File: src/rtl/ov7670_pkg.sv
// Shared types and default geometry for the OV7670 luma capture path.
// The state enum and byte-order constant are used by the capture top.
package ov7670_pkg;

  localparam int H_ACTIVE_DEF = 320;
  localparam int V_ACTIVE_DEF = 240;
  localparam int ADDR_W_DEF   = 17;

  // 1 = the first byte after an HREF rise is luma (Y0 U0 Y1 V0 ...).
  localparam bit Y_FIRST_DEF  = 1'b1;

  typedef enum logic [2:0] {
    ST_IDLE,
    ST_SYNC,
    ST_VBLANK,
    ST_ACTIVE,
    ST_DONE
  } state_t;

endpackage

File: src/rtl/ov7670_sync_edge.sv
// Registers camera VSYNC/HREF once and flags their edges against the live
// input, so an edge is seen in the same cycle the new level arrives.
module ov7670_sync_edge (
  input  logic clk,
  input  logic reset,
  input  logic vsync,
  input  logic href,
  output logic vs_rise,
  output logic vs_fall,
  output logic href_fall
);

  logic vs_q, vs_d;
  logic href_q, href_d;

  always_comb begin
    vs_d   = vsync;
    href_d = href;
  end

  // NOTE: state is updated with non-blocking assignments so every flop
  // samples the values from before the clock edge.
  always_ff @(posedge clk or posedge reset) begin
    if (reset) begin
      vs_q   <= 1'b0;
      href_q <= 1'b0;
    end else begin
      vs_q   <= vs_d;
      href_q <= href_d;
    end
  end

  assign vs_rise   =  vsync & ~vs_q;
  assign vs_fall   = ~vsync &  vs_q;
  assign href_fall = ~href  &  href_q;

endmodule

File: src/rtl/ov7670_capture.sv
// Captures one frame of OV7670 luma into a linear raster buffer, single-shot
// or continuous, and reports frame completion and geometry errors.
module ov7670_capture
  import ov7670_pkg::*;
#(
  parameter int H_ACTIVE = H_ACTIVE_DEF,
  parameter int V_ACTIVE = V_ACTIVE_DEF,
  parameter int ADDR_W   = ADDR_W_DEF,
  parameter bit Y_FIRST  = Y_FIRST_DEF
) (
  input  logic              clk,
  input  logic              reset,
  input  logic              cam_vsync,
  input  logic              cam_href,
  input  logic [7:0]        cam_data,
  input  logic              start,
  input  logic              continuous,
  output logic              busy,
  output logic              frame_done,
  output logic              frame_err,
  output logic [ADDR_W-1:0] wr_addr,
  output logic [7:0]        wr_data,
  output logic              wr_en
);

  localparam int COL_W  = $clog2(H_ACTIVE + 1);
  localparam int LINE_W = $clog2(V_ACTIVE + 1);

  localparam logic [COL_W-1:0]  H_MAX      = COL_W'(H_ACTIVE);
  localparam logic [LINE_W-1:0] V_MAX      = LINE_W'(V_ACTIVE);
  localparam logic [ADDR_W-1:0] H_STEP     = ADDR_W'(H_ACTIVE);
  localparam logic              LUMA_PHASE = ~Y_FIRST;

  logic vs_rise, vs_fall, href_fall;

  ov7670_sync_edge u_sync_edge (
    .clk       (clk),
    .reset     (reset),
    .vsync     (cam_vsync),
    .href      (cam_href),
    .vs_rise   (vs_rise),
    .vs_fall   (vs_fall),
    .href_fall (href_fall)
  );

  state_t              state_q, state_d;
  logic [COL_W-1:0]    col_q, col_d;
  logic [LINE_W-1:0]   line_q, line_d;
  logic [ADDR_W-1:0]   base_q, base_d;
  logic                phase_q, phase_d;
  logic                err_q, err_d;
  logic                wr_en_q, wr_en_d;
  logic [ADDR_W-1:0]   wr_addr_q, wr_addr_d;
  logic [7:0]          wr_data_q, wr_data_d;

  logic in_active, byte_ok, line_end;

  always_ff @(posedge clk or posedge reset) begin
    if (reset) begin
      state_q   <= ST_IDLE;
      col_q     <= '0;
      line_q    <= '0;
      base_q    <= '0;
      phase_q   <= 1'b0;
      err_q     <= 1'b0;
      wr_en_q   <= 1'b0;
      wr_addr_q <= '0;
      wr_data_q <= '0;
    end else begin
      state_q   <= state_d;
      col_q     <= col_d;
      line_q    <= line_d;
      base_q    <= base_d;
      phase_q   <= phase_d;
      err_q     <= err_d;
      wr_en_q   <= wr_en_d;
      wr_addr_q <= wr_addr_d;
      wr_data_q <= wr_data_d;
    end
  end

  always_comb begin
    state_d = state_q;
    unique case (state_q)
      ST_IDLE:   if (start)   state_d = ST_SYNC;
      ST_SYNC:   if (vs_rise) state_d = ST_VBLANK;
      ST_VBLANK: if (vs_fall) state_d = ST_ACTIVE;
      ST_ACTIVE: if (vs_rise) state_d = ST_DONE;
      ST_DONE:   state_d = continuous ? ST_VBLANK : ST_IDLE;
      default:   state_d = ST_IDLE;
    endcase
  end

  // A vsync rise with href still high closes the line instead of storing a byte.
  assign in_active = (state_q == ST_ACTIVE);
  assign byte_ok   = in_active && cam_href && !vs_rise;
  assign line_end  = in_active && (href_fall || (vs_rise && cam_href));

  always_comb begin
    // NOTE: every comb output gets a default first so no path infers a latch.
    col_d     = col_q;
    line_d    = line_q;
    base_d    = base_q;
    phase_d   = phase_q;
    err_d     = err_q;
    wr_en_d   = 1'b0;
    wr_addr_d = wr_addr_q;
    wr_data_d = wr_data_q;

    if (state_q == ST_IDLE && start) err_d = 1'b0;

    if (state_q == ST_VBLANK && vs_fall) begin
      col_d   = '0;
      line_d  = '0;
      base_d  = '0;
      phase_d = 1'b0;
      err_d   = 1'b0;
    end

    if (byte_ok) begin
      phase_d = ~phase_q;
      if (phase_q == LUMA_PHASE) begin
        if (col_q < H_MAX) begin
          if (line_q < V_MAX) begin
            wr_en_d   = 1'b1;
            wr_data_d = cam_data;
            wr_addr_d = base_q + ADDR_W'(col_q);
          end
          col_d = col_q + COL_W'(1);
        end else begin
          err_d = 1'b1;
        end
      end
    end

    if (line_end) begin
      if (line_q < V_MAX) begin
        if (col_q != H_MAX) err_d = 1'b1;
        line_d = line_q + LINE_W'(1);
        base_d = base_q + H_STEP;
      end
      col_d   = '0;
      phase_d = 1'b0;
    end

    if (state_q == ST_DONE && line_q != V_MAX) err_d = 1'b1;
  end

  // The short-frame check is folded in combinationally so it is visible with frame_done.
  always_comb begin
    busy       = (state_q != ST_IDLE);
    frame_done = (state_q == ST_DONE);
    frame_err  = err_q | ((state_q == ST_DONE) && (line_q != V_MAX));
  end

  assign wr_en   = wr_en_q;
  assign wr_addr = wr_addr_q;
  assign wr_data = wr_data_q;

endmodule

File: config.mk
export PLATFORM = sky130hd
export DESIGN_NAME = ov7670_capture
export DESIGN_NICKNAME = d
export VERILOG_FILES = /design/src/rtl/ov7670_pkg.sv /design/src/rtl/ov7670_sync_edge.sv /design/src/rtl/ov7670_capture.sv
export SDC_FILE = /design/constraint.sdc
export NUM_CORES = 1
export LEC_CHECK = 0
export ABC_AREA = 1
export BUFFER_PORTS_ARGS = -buffer_cell sky130_fd_sc_hd__buf_2
export CORE_UTILIZATION = 40
export DETAILED_ROUTE_END_ITERATION = 7
export HOLD_SLACK_MARGIN = 0.05
export PLACE_DENSITY = 0.68
export SLEW_MARGIN = 20
export SYNTH_ARGS = -nofsm -noshare
export SYNTH_HDL_FRONTEND = slang
export SYNTH_SLANG_ARGS = --single-unit
export TNS_END_PERCENT = 20
File: constraint.sdc
create_clock -name clk -period 2.1 [get_ports clk]
set_input_delay 0.315 -clock clk [delete_from_list [all_inputs] [get_ports clk]]
set_output_delay 0.315 -clock clk [all_outputs]
set_load 0.01 [all_outputs]
==> impl_metrics.yaml <==
setup_path:
  start_kind: "flip-flop"
  r2r_start: "col_q[0]$_DFF_PP0_"
  path_common_cell: "nand2_1"
  r2r_end: "wr_addr[16]$_DFFE_PP0P_"
  cpPeakStageDelay_ns: 0.43
  worstPathArrival_ns: 2.16
  reg2reg_slack_ns: 0.18
  path_max_fanout: 5
  critPathRequiredTime_ns: 2.35
  cp-end-kind: "flip-flop"
  cp_num_buf_inv: 0
  reg2reg_depth: 12
  crit_type: "reg2reg"
  crit_family: "simple AND/OR/NAND/NOR gates"
  worstPathCellList: "ha_1, fa_1, nand2_1, nand2_1, nand3_1, nand2_1, nand2_1, nand2_1, nand2_1, nand2_1, nand2_1, nand2_1"
  cp_slowest_cell: "dfrtp_1"
yosys:
  synth_most_common_cell: "nand2_1"
  synth_async_sr_flop_share_pct: 100.0
  synth_nets: 525
  synthAdderAreaFrac_pct: 5.190
  synth_top_family_by_area: "simple AND/OR/NAND/NOR gates"
  ys_ff_latch: 67
  synthFlopType: "dfrtp_1"
  synth.top_cell.area_share_pct: 44.58
  synth.distinct_cells: 33
  yosysWarnings: 0
  yosys.area_share.simple_pct: 33.50
  synth_compound_area_share_pct: 7.319
  synthMuxAreaShare_pct: 0
  yosys-top-cells-area: "dfrtp_1 (45%), nand2_1 (16%), nand3_1 (6.5%)"
  synthXorXnorAreaFrac_pct: 1.397
  synthCells: 496
  syn-cell-area_sq_um: 3761
  netlist_top_cells_count: "nand2_1 (160), dfrtp_1 (67), inv_1 (56)"
  yosys.area.top_type: "dfrtp_1"
  ys_seq_area_share_pct: 44.58
  synth_area_per_cell_sq_um: 7.583
  synth_edf_count: 0
pwr:
  pwr_density_cell_nw_per_um2: 1078
  leakagePower_uw: 0.002334
  ir_drop_mv: 0.5898
cts:
  numClockSinks: 67
  cts_htree_levels: 3
  path_clk_slew_ns: 0.08
  clockBufferDepth: 2
  tritoncts: "built"
  clockRootBuffer: "clkbuf_8"
  cts_buffers: 9
  clock_latency_ns: 0.35
  cts_resized: 0
status:
  outcome: "finished, final reports clean"
global_routing:
  overflow: 0
  grt_start_max_net_pins: 48
  grt_first_pass_wirelength_microns: 13900
  grt_pass1_vias: 3096
  grt.total_usage_pct: 17.63
  antenna_found_initial: 0
placed_design:
  hpwl_microns: 5849
  portBuffers: 42
  placed_area_sq_um: 4116
  dp_slack_ns: 0.1880
  place.gp.congestion: 0.9094
layout:
  area_growth_pct: 15.74
  seqCellArea_sq_um: 1677
  fin_nets: 578
  nFillCells: 908
  post-route-util_pct: 47.56
  multiInputGateArea_sq_um: 1783
  layout-drive-gt1-share_pct: 17.15
  finalInstanceArea_sq_um: 4353
  n_antenna_cell: 0
timing:
  rsz0062_at_grt: "no"
  whs_ns: 0.1160
  skew_ns: 0.009294
  worst-slew-pin-transition_ns: 0.5205
  period_needed_ns: 1.917
  finalCritPeriodShare_pct: 91.28
  worst_slack_ns: 0.1832
  setup_viol: 0
  max_freq_ghz: 0.5217
  fin_tns_setup_ns: 0
  slew_violations: 0
  hold_violations: 0
  relSlewSlack_pct: 65.25
die:
  die_area_sq_um: 9794
  fp-row-count: 35
  coreArea_sq_um: 9153
  die_w_microns: 98.97
  start_util_pct: 41.09
  ios: 43
  die_h_microns: 98.97
routing:
  met1Wirelength_microns: 3869
  drt.antenna.violating_nets: 0
  wl_met2_microns: 3627
  wirelength_microns: 7874
  top_layer: "met4"
  dr_total_vias: 3245
  wire_per_inst_microns: 11.84
  first_pass_iters: 4
  drt_iter0_drc: 113
  wl_met3_microns: 325
  detail_route.vias_per_cell: 4.880
  drc: 0
hold_path:
  hold_path.class: "in2reg"
  worstHoldStart: "cam_href"
  hold-path-endpoint: "u_sync_edge.href_q$_DFF_PP0_"
  whs_path_depth: 1
flow_run:
  max_cap_viol_count: 0
==> per-stage QoR <==
step / std cells / total power (uW)
2_1_floorplan: 496 / 3033
3_3_place_gp: 648 / 3455
3_5_place_dp: 648 / 3510
4_1_cts: 665 / 4735
5_1_grt: 665 / 5048
6_report: 665 / 4691
==> power breakdown <==
| part | internal, uW | leakage [uW] | total (uW) | switching (uW) |
|---|---|---|---|---|
| logic | 595 | 0.00134 | 1570 | 973 |
| registers | 1650 | 0.000889 | 1910 | 264 |
| clock network | 700 | 0.000108 | 1210 | 512 |
| total | 2940 | 0.00233 | 4690 | 1750 |
==> routing by layer <==
metal	global-route usage, %	up-vias
li1	-	1688
met1	22.43	1486
met2	29.48	67
met3	4.468	4
met4	5.396	0
met5	0	-
==> state kept, by name, indices dropped and copies added, names as in the netlist <==
signal,flops
base_q,17
wr_addr,17
col_q,9
line_q,8
wr_data,8
state_q,3
err_q,1
phase_q,1
u_sync_edge.href_q,1
u_sync_edge.vs_q,1
wr_en,1
==> worst max path at each step <==
stage	startpoint	end	slack, ns	depth (start not counted)
floorplan	reset	base_q[0]$_DFFE_PP0P_	0.10	1
global placement	col_q[0]$_DFF_PP0_	wr_addr[16]$_DFFE_PP0P_	0.24	12
detailed placement	col_q[0]$_DFF_PP0_	wr_addr[16]$_DFFE_PP0P_	0.19	12
CTS	col_q[0]$_DFF_PP0_	wr_addr[16]$_DFFE_PP0P_	0.18	12
global route	col_q[0]$_DFF_PP0_	wr_addr[16]$_DFFE_PP0P_	0.006	12
finish	col_q[0]$_DFF_PP0_	wr_addr[16]$_DFFE_PP0P_	0.18	12
==> repair_timing <==
action / in CTS / in global routing
buffers inserted: 0 / 0
hold buffers: 1 / 0
endpoints found under the hold margin: 20 / 0
==> kinds of logic after synthesis <==
group / count (synthesis)
flops: 67
simple gates: 289
fa+ha+maj: 15
compound gates: 48
buf+inv: 71
xor+xnor: 6
==> area by class of cell <==
cell class / instances / share of cell area (%)
Multi-Input combinational cell: 358 / 40.96
Sequential cell: 67 / 38.52
Timing Repair Buffer: 51 / 6.726
Inverter: 62 / 5.404
Tap cell: 111 / 3.191
Clock buffer: 10 / 3.162
Clock inverter: 6 / 2.041
==> cell usage in the layout, fill, tap and decap left out <==
| cell | Yosys | final |
|---|---|---|
| nand2_1 | 160 | 160 |
| dfrtp_1 | 67 | 67 |
| inv_1 | 56 | 55 |
| nand3_1 | 49 | 49 |
| nor2_1 | 46 | 46 |
| buf_2 | 2 | 42 |
| a21oi_1 | 20 | 20 |
| ha_1 | 14 | 14 |
| nor3_1 | 10 | 10 |
| clkbuf_8 | 0 | 10 |
| o21ai_0 | 9 | 9 |
| o21ai_1 | 9 | 9 |
| buf_4 | 2 | 7 |
| inv_2 | 5 | 6 |
| nand4_1 | 5 | 5 |
| or2_2 | 5 | 5 |
| o21ai_2 | 5 | 5 |
| xor2_1 | 4 | 4 |
| nor3_2 | 3 | 3 |
| nor2_2 | 3 | 3 |
| nand2_2 | 2 | 2 |
| nor2_4 | 2 | 2 |
| o21bai_1 | 2 | 2 |
| nand3b_1 | 2 | 2 |
| xnor2_1 | 2 | 2 |
| bufinv_16 | 0 | 2 |
| clkinvlp_4 | 0 | 2 |
| o221ai_1 | 1 | 1 |
| nand3_2 | 1 | 1 |
| nor2_8 | 1 | 1 |
| inv_4 | 1 | 1 |
| o31ai_1 | 1 | 1 |
| o211a_1 | 1 | 1 |
| fa_1 | 1 | 1 |
| clkinv_4 | 0 | 1 |
| clkinv_2 | 0 | 1 |
| dlygate4sd3_1 | 0 | 1 |
| buf_12 | 0 | 1 |
Note: power is estimated with default switching activity, not from simulation.
